<file path="src/rtl/pr_bus_pkg.sv">
// Shared bridge-bus definitions: size codes, master FSM states, command record, lane helpers.
// Latency: none, the helpers are purely combinational.
// Backpressure: none here; users of the package own their handshakes.
// Build macro PR_BUS_MASTER_POLL_EN adds the poll fields to cmd_t.
package pr_bus_pkg;

  typedef enum logic [1:0] {
    SZ_BYTE = 2'd0,
    SZ_HALF = 2'd1,
    SZ_WORD = 2'd2,
    SZ_RSVD = 2'd3
  } sz_e;

  typedef enum logic [1:0] {
    ST_IDLE  = 2'd0,
    ST_ISSUE = 2'd1,
    ST_RESP  = 2'd2
  } state_e;

  // One buffered command as it sits in the FIFO.
  typedef struct packed {
`ifdef PR_BUS_MASTER_POLL_EN
    logic        poll;
    logic [31:0] mask;
`endif
    logic        wr;
    logic [1:0]  size;
    logic [31:0] addr;
    logic [31:0] wdata;
  } cmd_t;

  // Access cannot be placed on the bus: unaligned half/word or reserved size.
  function automatic logic misaligned(input logic [1:0] size, input logic [1:0] lane);
    case (size)
      SZ_BYTE: return 1'b0;
      SZ_HALF: return lane[0];
      SZ_WORD: return lane != 2'b00;
      default: return 1'b1;
    endcase
  endfunction

  function automatic logic [3:0] be_gen(input logic [1:0] size, input logic [1:0] lane);
    case (size)
      SZ_BYTE: return 4'b0001 << lane;
      SZ_HALF: return lane[1] ? 4'b1100 : 4'b0011;
      SZ_WORD: return 4'b1111;
      default: return 4'b0000;
    endcase
  endfunction

  // Copy the right-aligned write data onto every lane it could target.
  function automatic logic [31:0] lane_replicate(input logic [1:0] size, input logic [31:0] wdata);
    case (size)
      SZ_BYTE: return {4{wdata[7:0]}};
      SZ_HALF: return {2{wdata[15:0]}};
      default: return wdata;
    endcase
  endfunction

  // Shift the addressed lane down to bit 0 and zero-extend.
  function automatic logic [31:0] lane_extract(input logic [1:0] size, input logic [1:0] lane,
                                               input logic [31:0] rd);
    logic [31:0] sh;
    sh = rd >> {lane, 3'b000};
    case (size)
      SZ_BYTE: return {24'h0, sh[7:0]};
      SZ_HALF: return {16'h0, sh[15:0]};
      default: return sh;
    endcase
  endfunction

endpackage

</file>
<file path="src/rtl/pr_bus_master_if.sv">
// Command, response and bridge-bus signals of the bus master, bundled for port lists.
// Latency: wires only.
// Backpressure: cmd valid/ready and rsp valid/ready; the bridge side has no stall.
// Build macro PR_BUS_MASTER_POLL_EN adds cmd_poll/cmd_mask.
interface pr_bus_master_if;
  logic        cmd_valid;
  logic        cmd_ready;
  logic        cmd_wr;
  logic [1:0]  cmd_size;
  logic [31:0] cmd_addr;
  logic [31:0] cmd_wdata;
`ifdef PR_BUS_MASTER_POLL_EN
  logic        cmd_poll;
  logic [31:0] cmd_mask;
`endif
  logic        rsp_valid;
  logic        rsp_ready;
  logic [31:0] rsp_rdata;
  logic        rsp_err;
  logic [31:0] PrAddr;
  logic [3:0]  BE;
  logic [31:0] PrWD;
  logic        Wr;
  logic [31:0] PrRD;

  // The bus master itself.
  modport master (
`ifdef PR_BUS_MASTER_POLL_EN
    input  cmd_poll, cmd_mask,
`endif
    input  cmd_valid, cmd_wr, cmd_size, cmd_addr, cmd_wdata, rsp_ready, PrRD,
    output cmd_ready, rsp_valid, rsp_rdata, rsp_err, PrAddr, BE, PrWD, Wr
  );

  // Whoever issues commands, consumes responses and models the bridge.
  modport slave (
`ifdef PR_BUS_MASTER_POLL_EN
    output cmd_poll, cmd_mask,
`endif
    output cmd_valid, cmd_wr, cmd_size, cmd_addr, cmd_wdata, rsp_ready, PrRD,
    input  cmd_ready, rsp_valid, rsp_rdata, rsp_err, PrAddr, BE, PrWD, Wr
  );
endinterface

</file>
<file path="src/rtl/pr_cmd_fifo.sv">
// Synchronous FIFO with registered occupancy count, full/empty flags and show-ahead output.
// Latency: a push is visible at dout the cycle after it is written.
// Backpressure: pushes while full and pops while empty are ignored; push+pop together is legal.
module pr_cmd_fifo #(
  parameter int WIDTH = 8,
  parameter int DEPTH = 4
) (
  input  logic                   clk,
  input  logic                   rst_n,
  input  logic                   push,
  input  logic [WIDTH-1:0]       din,
  input  logic                   pop,
  output logic [WIDTH-1:0]       dout,
  output logic                   full,
  output logic                   empty,
  output logic [$clog2(DEPTH):0] count
);
  localparam int AW = $clog2(DEPTH);

  logic [WIDTH-1:0] mem_q [DEPTH];
  logic [AW-1:0]    wr_ptr_q, wr_ptr_d, rd_ptr_q, rd_ptr_d;
  logic [AW:0]      count_q, count_d;
  logic             do_push, do_pop;

  assign full    = count_q == (AW+1)'(DEPTH);
  assign empty   = count_q == '0;
  assign count   = count_q;
  assign dout    = mem_q[rd_ptr_q];
  assign do_push = push && !full;
  assign do_pop  = pop && !empty;

  // Next pointers and occupancy.
  always_comb begin
    wr_ptr_d = wr_ptr_q;
    rd_ptr_d = rd_ptr_q;
    count_d  = count_q;
    if (do_push) wr_ptr_d = wr_ptr_q + 1'b1;
    if (do_pop)  rd_ptr_d = rd_ptr_q + 1'b1;
    case ({do_push, do_pop})
      2'b10:   count_d = count_q + 1'b1;
      2'b01:   count_d = count_q - 1'b1;
      default: count_d = count_q;
    endcase
  end

  // Pointer and count registers.
  always_ff @(posedge clk or negedge rst_n) begin
    if (!rst_n) begin
      wr_ptr_q <= '0;
      rd_ptr_q <= '0;
      count_q  <= '0;
    end else begin
      wr_ptr_q <= wr_ptr_d;
      rd_ptr_q <= rd_ptr_d;
      count_q  <= count_d;
    end
  end

  // Storage needs no reset; empty/count guard every read.
  always_ff @(posedge clk) begin
    if (do_push) mem_q[wr_ptr_q] <= din;
  end
endmodule

</file>
<file path="src/rtl/pr_bus_master.sv">
// Bridge-bus initiator: buffers byte/half/word commands and replays them as single-cycle bridge accesses.
// Latency: accept in cycle N -> bus access N+2 -> rsp_valid N+3; RESP->ISSUE without a bubble.
// Backpressure: cmd_ready drops while the FIFO is full; an unaccepted response holds the FSM in RESP.
// Build macro PR_BUS_MASTER_POLL_EN: read-poll commands with mask/compare and POLL_MAX timeout.
module pr_bus_master
  import pr_bus_pkg::*;
#(
  parameter int FIFO_DEPTH = 4
`ifdef PR_BUS_MASTER_POLL_EN
  , parameter int POLL_MAX = 1024
`endif
) (
  input  logic            clk,
  input  logic            RST,
  pr_bus_master_if.master bus,
  output logic            busy
);
  localparam int CW = $clog2(FIFO_DEPTH) + 1;

  cmd_t          fifo_din, head;
  logic          fifo_push, fifo_pop, fifo_full, fifo_empty, load;
  logic [CW-1:0] fifo_count;
  logic [31:0]   rd_lane;

  state_e      state_q, state_d;
  logic        wr_q, wr_d;
  logic [3:0]  be_q, be_d;
  logic [31:0] praddr_q, praddr_d, prwd_q, prwd_d;
  logic        rsp_vld_q, rsp_vld_d, rsp_err_q, rsp_err_d;
  logic [31:0] rsp_rdata_q, rsp_rdata_d;
  logic        cur_wr_q, cur_wr_d, cur_err_q, cur_err_d;
  logic [1:0]  cur_size_q, cur_size_d, cur_lane_q, cur_lane_d;
`ifdef PR_BUS_MASTER_POLL_EN
  localparam int PW = (POLL_MAX > 1) ? $clog2(POLL_MAX) : 1;
  logic          cur_poll_q, cur_poll_d, poll_hit, poll_last;
  logic [31:0]   cur_mask_q, cur_mask_d, cur_val_q, cur_val_d;
  logic [PW-1:0] poll_cnt_q, poll_cnt_d;
`endif

  assign bus.cmd_ready = RST && !fifo_full;
  assign fifo_push     = bus.cmd_valid && bus.cmd_ready;
  assign fifo_din.wr    = bus.cmd_wr;
  assign fifo_din.size  = bus.cmd_size;
  assign fifo_din.addr  = bus.cmd_addr;
  assign fifo_din.wdata = bus.cmd_wdata;
`ifdef PR_BUS_MASTER_POLL_EN
  assign fifo_din.poll  = bus.cmd_poll;
  assign fifo_din.mask  = bus.cmd_mask;
  assign poll_hit  = (rd_lane & cur_mask_q) == (cur_val_q & cur_mask_q);
  assign poll_last = poll_cnt_q == PW'(POLL_MAX - 1);
`endif

  pr_cmd_fifo #(.WIDTH($bits(cmd_t)), .DEPTH(FIFO_DEPTH)) u_fifo (
    .clk   (clk),
    .rst_n (RST),
    .push  (fifo_push),
    .din   (fifo_din),
    .pop   (fifo_pop),
    .dout  (head),
    .full  (fifo_full),
    .empty (fifo_empty),
    .count (fifo_count)
  );

  assign rd_lane       = lane_extract(cur_size_q, cur_lane_q, bus.PrRD);
  assign bus.PrAddr    = praddr_q;
  assign bus.BE        = be_q;
  assign bus.PrWD      = prwd_q;
  assign bus.Wr        = wr_q;
  assign bus.rsp_valid = rsp_vld_q;
  assign bus.rsp_rdata = rsp_rdata_q;
  assign bus.rsp_err   = rsp_err_q;
  assign busy          = (fifo_count != '0) || (state_q != ST_IDLE);

  // FSM next state; bus strobes default low so they only live for ISSUE cycles.
  always_comb begin
    state_d     = state_q;
    wr_d        = 1'b0;
    be_d        = 4'b0000;
    praddr_d    = praddr_q;
    prwd_d      = prwd_q;
    rsp_vld_d   = rsp_vld_q;
    rsp_rdata_d = rsp_rdata_q;
    rsp_err_d   = rsp_err_q;
    cur_wr_d    = cur_wr_q;
    cur_err_d   = cur_err_q;
    cur_size_d  = cur_size_q;
    cur_lane_d  = cur_lane_q;
`ifdef PR_BUS_MASTER_POLL_EN
    cur_poll_d  = cur_poll_q;
    cur_mask_d  = cur_mask_q;
    cur_val_d   = cur_val_q;
    poll_cnt_d  = poll_cnt_q;
`endif
    fifo_pop    = 1'b0;
    load        = 1'b0;
    case (state_q)
      ST_IDLE: load = !fifo_empty;
      ST_ISSUE: begin
`ifdef PR_BUS_MASTER_POLL_EN
        if (cur_poll_q && !poll_hit && !poll_last) begin
          // Another poll attempt next cycle on the same address.
          poll_cnt_d = poll_cnt_q + 1'b1;
          be_d       = be_q;
        end else begin
          state_d     = ST_RESP;
          rsp_vld_d   = 1'b1;
          rsp_err_d   = cur_err_q || (cur_poll_q && !poll_hit);
          rsp_rdata_d = (cur_err_q || cur_wr_q) ? 32'h0 : rd_lane;
        end
`else
        state_d     = ST_RESP;
        rsp_vld_d   = 1'b1;
        rsp_err_d   = cur_err_q;
        rsp_rdata_d = (cur_err_q || cur_wr_q) ? 32'h0 : rd_lane;
`endif
      end
      ST_RESP: begin
        if (bus.rsp_ready) begin
          rsp_vld_d   = 1'b0;
          rsp_rdata_d = 32'h0;
          rsp_err_d   = 1'b0;
          state_d     = ST_IDLE;
          load        = !fifo_empty;
        end
      end
      default: state_d = ST_IDLE;
    endcase

    // Pop the head and set up the bus registers for the ISSUE cycle.
    if (load) begin
      fifo_pop   = 1'b1;
      state_d    = ST_ISSUE;
      cur_wr_d   = head.wr;
      cur_size_d = head.size;
      cur_lane_d = head.addr[1:0];
      cur_err_d  = misaligned(head.size, head.addr[1:0]);
      wr_d       = head.wr && !cur_err_d;
      be_d       = cur_err_d ? 4'b0000 : be_gen(head.size, head.addr[1:0]);
      if (!cur_err_d) begin
        praddr_d = {head.addr[31:2], 2'b00};
        prwd_d   = lane_replicate(head.size, head.wdata);
      end
`ifdef PR_BUS_MASTER_POLL_EN
      cur_poll_d = head.poll && !head.wr && !cur_err_d;
      cur_mask_d = head.mask;
      cur_val_d  = head.wdata;
      poll_cnt_d = '0;
`endif
    end
  end

  // FSM, bus and response registers; reset drops Wr/BE immediately.
  always_ff @(posedge clk or negedge RST) begin
    if (!RST) begin
      state_q     <= ST_IDLE;
      wr_q        <= 1'b0;
      be_q        <= 4'b0000;
      praddr_q    <= 32'h0;
      prwd_q      <= 32'h0;
      rsp_vld_q   <= 1'b0;
      rsp_rdata_q <= 32'h0;
      rsp_err_q   <= 1'b0;
      cur_wr_q    <= 1'b0;
      cur_err_q   <= 1'b0;
      cur_size_q  <= 2'd0;
      cur_lane_q  <= 2'd0;
`ifdef PR_BUS_MASTER_POLL_EN
      cur_poll_q  <= 1'b0;
      cur_mask_q  <= 32'h0;
      cur_val_q   <= 32'h0;
      poll_cnt_q  <= '0;
`endif
    end else begin
      state_q     <= state_d;
      wr_q        <= wr_d;
      be_q        <= be_d;
      praddr_q    <= praddr_d;
      prwd_q      <= prwd_d;
      rsp_vld_q   <= rsp_vld_d;
      rsp_rdata_q <= rsp_rdata_d;
      rsp_err_q   <= rsp_err_d;
      cur_wr_q    <= cur_wr_d;
      cur_err_q   <= cur_err_d;
      cur_size_q  <= cur_size_d;
      cur_lane_q  <= cur_lane_d;
`ifdef PR_BUS_MASTER_POLL_EN
      cur_poll_q  <= cur_poll_d;
      cur_mask_q  <= cur_mask_d;
      cur_val_q   <= cur_val_d;
      poll_cnt_q  <= poll_cnt_d;
`endif
    end
  end
endmodule

</file>
<file path="src/flat_wrapper.sv">
// flat-port wrapper written by rule: the top's interface ports become plain ports
module pr_bus_master_flat import pr_bus_pkg::*;
#(
  parameter int FIFO_DEPTH = 4

)
  (clk, RST, busy, bus_cmd_valid, bus_cmd_wr, bus_cmd_size, bus_cmd_addr, bus_cmd_wdata, bus_rsp_ready, bus_PrRD, bus_cmd_ready, bus_rsp_valid, bus_rsp_rdata, bus_rsp_err, bus_PrAddr, bus_BE, bus_PrWD, bus_Wr);
  pr_bus_master_if bus_i ();
  input  logic clk;
  input  logic RST;
  output logic busy;
  input wire logic [$bits(bus_i.cmd_valid)-1:0] bus_cmd_valid;
  input wire logic [$bits(bus_i.cmd_wr)-1:0] bus_cmd_wr;
  input wire logic [$bits(bus_i.cmd_size)-1:0] bus_cmd_size;
  input wire logic [$bits(bus_i.cmd_addr)-1:0] bus_cmd_addr;
  input wire logic [$bits(bus_i.cmd_wdata)-1:0] bus_cmd_wdata;
  input wire logic [$bits(bus_i.rsp_ready)-1:0] bus_rsp_ready;
  input wire logic [$bits(bus_i.PrRD)-1:0] bus_PrRD;
  output wire logic [$bits(bus_i.cmd_ready)-1:0] bus_cmd_ready;
  output wire logic [$bits(bus_i.rsp_valid)-1:0] bus_rsp_valid;
  output wire logic [$bits(bus_i.rsp_rdata)-1:0] bus_rsp_rdata;
  output wire logic [$bits(bus_i.rsp_err)-1:0] bus_rsp_err;
  output wire logic [$bits(bus_i.PrAddr)-1:0] bus_PrAddr;
  output wire logic [$bits(bus_i.BE)-1:0] bus_BE;
  output wire logic [$bits(bus_i.PrWD)-1:0] bus_PrWD;
  output wire logic [$bits(bus_i.Wr)-1:0] bus_Wr;
  assign bus_i.cmd_valid = bus_cmd_valid;
  assign bus_i.cmd_wr = bus_cmd_wr;
  assign bus_i.cmd_size = bus_cmd_size;
  assign bus_i.cmd_addr = bus_cmd_addr;
  assign bus_i.cmd_wdata = bus_cmd_wdata;
  assign bus_i.rsp_ready = bus_rsp_ready;
  assign bus_i.PrRD = bus_PrRD;
  assign bus_cmd_ready = bus_i.cmd_ready;
  assign bus_rsp_valid = bus_i.rsp_valid;
  assign bus_rsp_rdata = bus_i.rsp_rdata;
  assign bus_rsp_err = bus_i.rsp_err;
  assign bus_PrAddr = bus_i.PrAddr;
  assign bus_BE = bus_i.BE;
  assign bus_PrWD = bus_i.PrWD;
  assign bus_Wr = bus_i.Wr;
  pr_bus_master #(.FIFO_DEPTH(FIFO_DEPTH)) u_core (.clk(clk), .RST(RST), .bus(bus_i), .busy(busy));
endmodule
</file>
<file path="config.mk">
export PLATFORM = sky130hd
export DESIGN_NAME = pr_bus_master_flat
export DESIGN_NICKNAME = d
export VERILOG_FILES = /design/src/rtl/pr_bus_pkg.sv /design/src/rtl/pr_bus_master_if.sv /design/src/rtl/pr_cmd_fifo.sv /design/src/rtl/pr_bus_master.sv /design/src/flat_wrapper.sv
export SDC_FILE = /design/constraint.sdc
export NUM_CORES = 1
export LEC_CHECK = 0
export ABC_CLOCK_PERIOD_IN_PS = 3150
export CAP_MARGIN = 20
export CORE_ASPECT_RATIO = 0.9
export CORE_MARGIN = 4
export CORE_UTILIZATION = 30
export DETAILED_ROUTE_END_ITERATION = 10
export SYNTH_ARGS = -nofsm -noshare
export SYNTH_HDL_FRONTEND = slang
export SYNTH_SLANG_ARGS = --single-unit
</file>
<file path="constraint.sdc">
create_clock -name clk -period 3.15 [get_ports clk]
set_input_delay 0.315 -clock clk [delete_from_list [all_inputs] [get_ports clk]]
set_output_delay 0.315 -clock clk [all_outputs]
set_load 0.02 [all_outputs]
</file>
==> results.yml <==
die:
  start_util_pct: 30.6
  die_width_um: 245
  num_rows: 77
  fp.coreArea_um2: 49600
  die_y_um: 221
  dieArea_um2: 54200
  ios: 208
drt:
  dr.pass1.iters: 6
  ant_nets: 0
  vias_per_cell: 4.55
  wl_per_cell_um: 20.8
  drcViolationCount: 0
  drt-initial-drc-count: 426
  finalWirelength_um: 35500
  vias: 7764
global_routing:
  grt_usage_pct: 13.0
  grt_pass1_wl_um: 53500
  antenna_found_initial: 3
  grt_pass1_vias: 8398
  grt.overflow.total: 0
  grt_max_degree: 68
worst_setup_path:
  worstPathMaxFanout: 27
  critPathKind: "reg2reg"
  max_stage_delay_ps: 730
  crit_slowest_cell: "o21ai_4"
  start_kind: "register"
  arrival_ps: 3070
  end_kind: "register"
  crit_required_ps: 3580
  path_cells: "mux4_2 > a21oi_2 > o21ai_4 > buf_12 > mux2_2"
cells_and_area:
  layout.nets: 1108
  drive_gt1_share_pct: 24.7
  fillers: 4473
  layout_common_cells: "edfxtp_1, clkdlybuf4s50_1, dfrtp_1"
  fin_area_um2: 19600
  layout_commonest_cell: "edfxtp_1"
  syn_to_final_growth_pct: 29.0
clock_tree:
  cts-htree-levels: 2
  cts_tree: "yes"
  cts_sinks: 384
  numCtsBuffers: 42
  cts_buffer_depth: 3
  clkLatencyLatePin_ps: 560
  cts-root-buf: "clkbuf_16"
  clk_pin_slew_ps: 70
  postCtsHoldBufs: 1
  ctsResizeCount: 0
  post_cts_buffers: 0
run_status:
  outcome: "complete, no violations"
placement:
  place_area_um2: 18100
  portBuffers: 205
  post-dp-hpwl_um: 22300
  globalplace.congestion: 0.815
sta:
  worstMarginPinSlew_ps: 911
  period_share_pct: 83.7
  maxSlewViolCount: 0
  fin_worst_skew_ps: 23.0
  setup_viol: 0
  rsz0062_at_grt: "false"
  max_slew_margin_pct: 39.3
  whs_ps: 386
  period_needed_ps: 2640
  fin_tns_setup_ps: 0
  max_freq_ghz: 0.379
  hold_violations: 0
yosys:
  syn_area_um2: 15200
  synth_flop_cell: "edfxtp_1"
  synth-edff-count: 268
  async_flop_share_pct: 30.2
  ys_types: 42
  synth_seq_area_share_pct: 72.2
  synthCells: 766
  synth-seq-cells: 384
  avgSynthCellArea_um2: 19.8
  yosysWarnings: 0
min_path:
  hold_class: "in2reg"
power:
  powerDensity_nw_per_um2: 1000
  power_w: 0.0196
  ir_worst_vdd_uv: 546
  p_leak_nw: 7.15
job:
  drv_cap: 0
==> final cells by class <==
class	instances	area (um^2)	share of cell area, %
sequential	384	11000	56.0
multi-input combinational	334	3990	20.4
timing repair buffer	228	2300	11.8
clock buffer	56	1170	5.99
tap	671	840	4.29
clock inverter	22	277	1.41
inverter	9	33.8	0.173
antenna	1	2.50	0.0128
==> stage by stage <==
step | setup slack [ps] | utilization (%) | std cells
floorplan | 723 | - | 767
global placement | 493 | 36.5 | 1625
detailed placement | 462 | 36.5 | 1625
CTS | 452 | 39.5 | 1704
global route | 357 | 39.5 | 1705
finish | 513 | 39.5 | 1705
==> registers in the layout (all words and copies together), names as in the netlist <==
name / flops
u_core.u_fifo.wr_ptr_q: 2
u_core.bus.Wr: 1
u_core.cur_size_q: 2
u_core.bus.BE: 4
u_core.u_fifo.mem_q: 268
u_core.state_q: 2
u_core.bus.PrAddr: 30
u_core.bus.rsp_rdata: 32
u_core.u_fifo.rd_ptr_q: 2
u_core.bus.rsp_valid: 1
u_core.cur_lane_q: 2
u_core.cur_wr_q: 1
u_core.bus.PrWD: 32
u_core.u_fifo.count: 3
u_core.cur_err_q: 1
u_core.bus.rsp_err: 1
==> cell families after synthesis <==
group / synth area share (%)
other cells: 0.0247
fa+ha+maj: 0.544
compound gates: 3.44
mux: 19.3
buf+inv: 1.69
flops: 72.2
simple gates: 2.39
xor+xnor: 0.404
==> cells in the mapped netlist (all sizes together) (8+ instances only) <==
master | count | area share (%)
a32o | 8 | 0.53
mux2 | 85 | 7.7
a211o | 9 | 0.52
buf | 24 | 1.1
nor2b | 11 | 0.45
clkbuf | 16 | 0.40
mux4 | 67 | 9.9
nand2 | 36 | 0.89
o21ai | 28 | 1.0
edfxtp | 268 | 53
dfrtp | 116 | 19
mux2i | 25 | 1.6
inv | 9 | 0.22
a22o | 16 | 0.92
==> worst paths after layout <==
| check | startpoint | endpoint | slack, ps | cells past startpoint |
|---|---|---|---|---|
| setup / recovery | u_core.u_fifo.rd_ptr_q[0]$_DFFE_PN0P_ | u_core.bus.PrAddr[20]$_DFFE_PN0P_ | 510 | 5 |
| min in group asynchronous | RST | u_core.bus.rsp_rdata[29]$_DFFE_PN0P_ | 530 | 3 |
| setup reg to reg | u_core.u_fifo.rd_ptr_q[0]$_DFFE_PN0P_ | u_core.bus.PrAddr[20]$_DFFE_PN0P_ | 510 | 5 |
| hold / removal | bus_cmd_wdata[19] | u_core.u_fifo.mem_q[3][19]$_DFFE_PP_ | 390 | 1 |
| hold reg to reg | u_core.bus.rsp_rdata[16]$_DFFE_PN0P_ | u_core.bus.rsp_rdata[16]$_DFFE_PN0P_ | 490 | 2 |
| max in group asynchronous | RST | u_core.u_fifo.rd_ptr_q[0]$_DFFE_PN0P_ | 1890 | 3 |
==> power breakdown <==
group,internal (W),switching [W],leakage (nW)
clock network,0.00306,0.00205,0.720
logic,0.00385,0.00348,2.56
registers,0.00652,0.000675,3.87
==> routing by layer <==
layer,vias to the layer above,track usage (%),wire length (um)
met1,4028,16.7,15200
met5,-,0,17
met3,55,3.10,1840
met2,189,21.6,17500
li1,3490,-,-
met4,2,4.29,963
==> critical path: cells and delay by family (launching register included) <==
family	cells	cell delay [ps]
flops	1	520
mux	2	810
buf+inv	1	330
compound gates	2	820
Power figures use the tool's default switching activity.
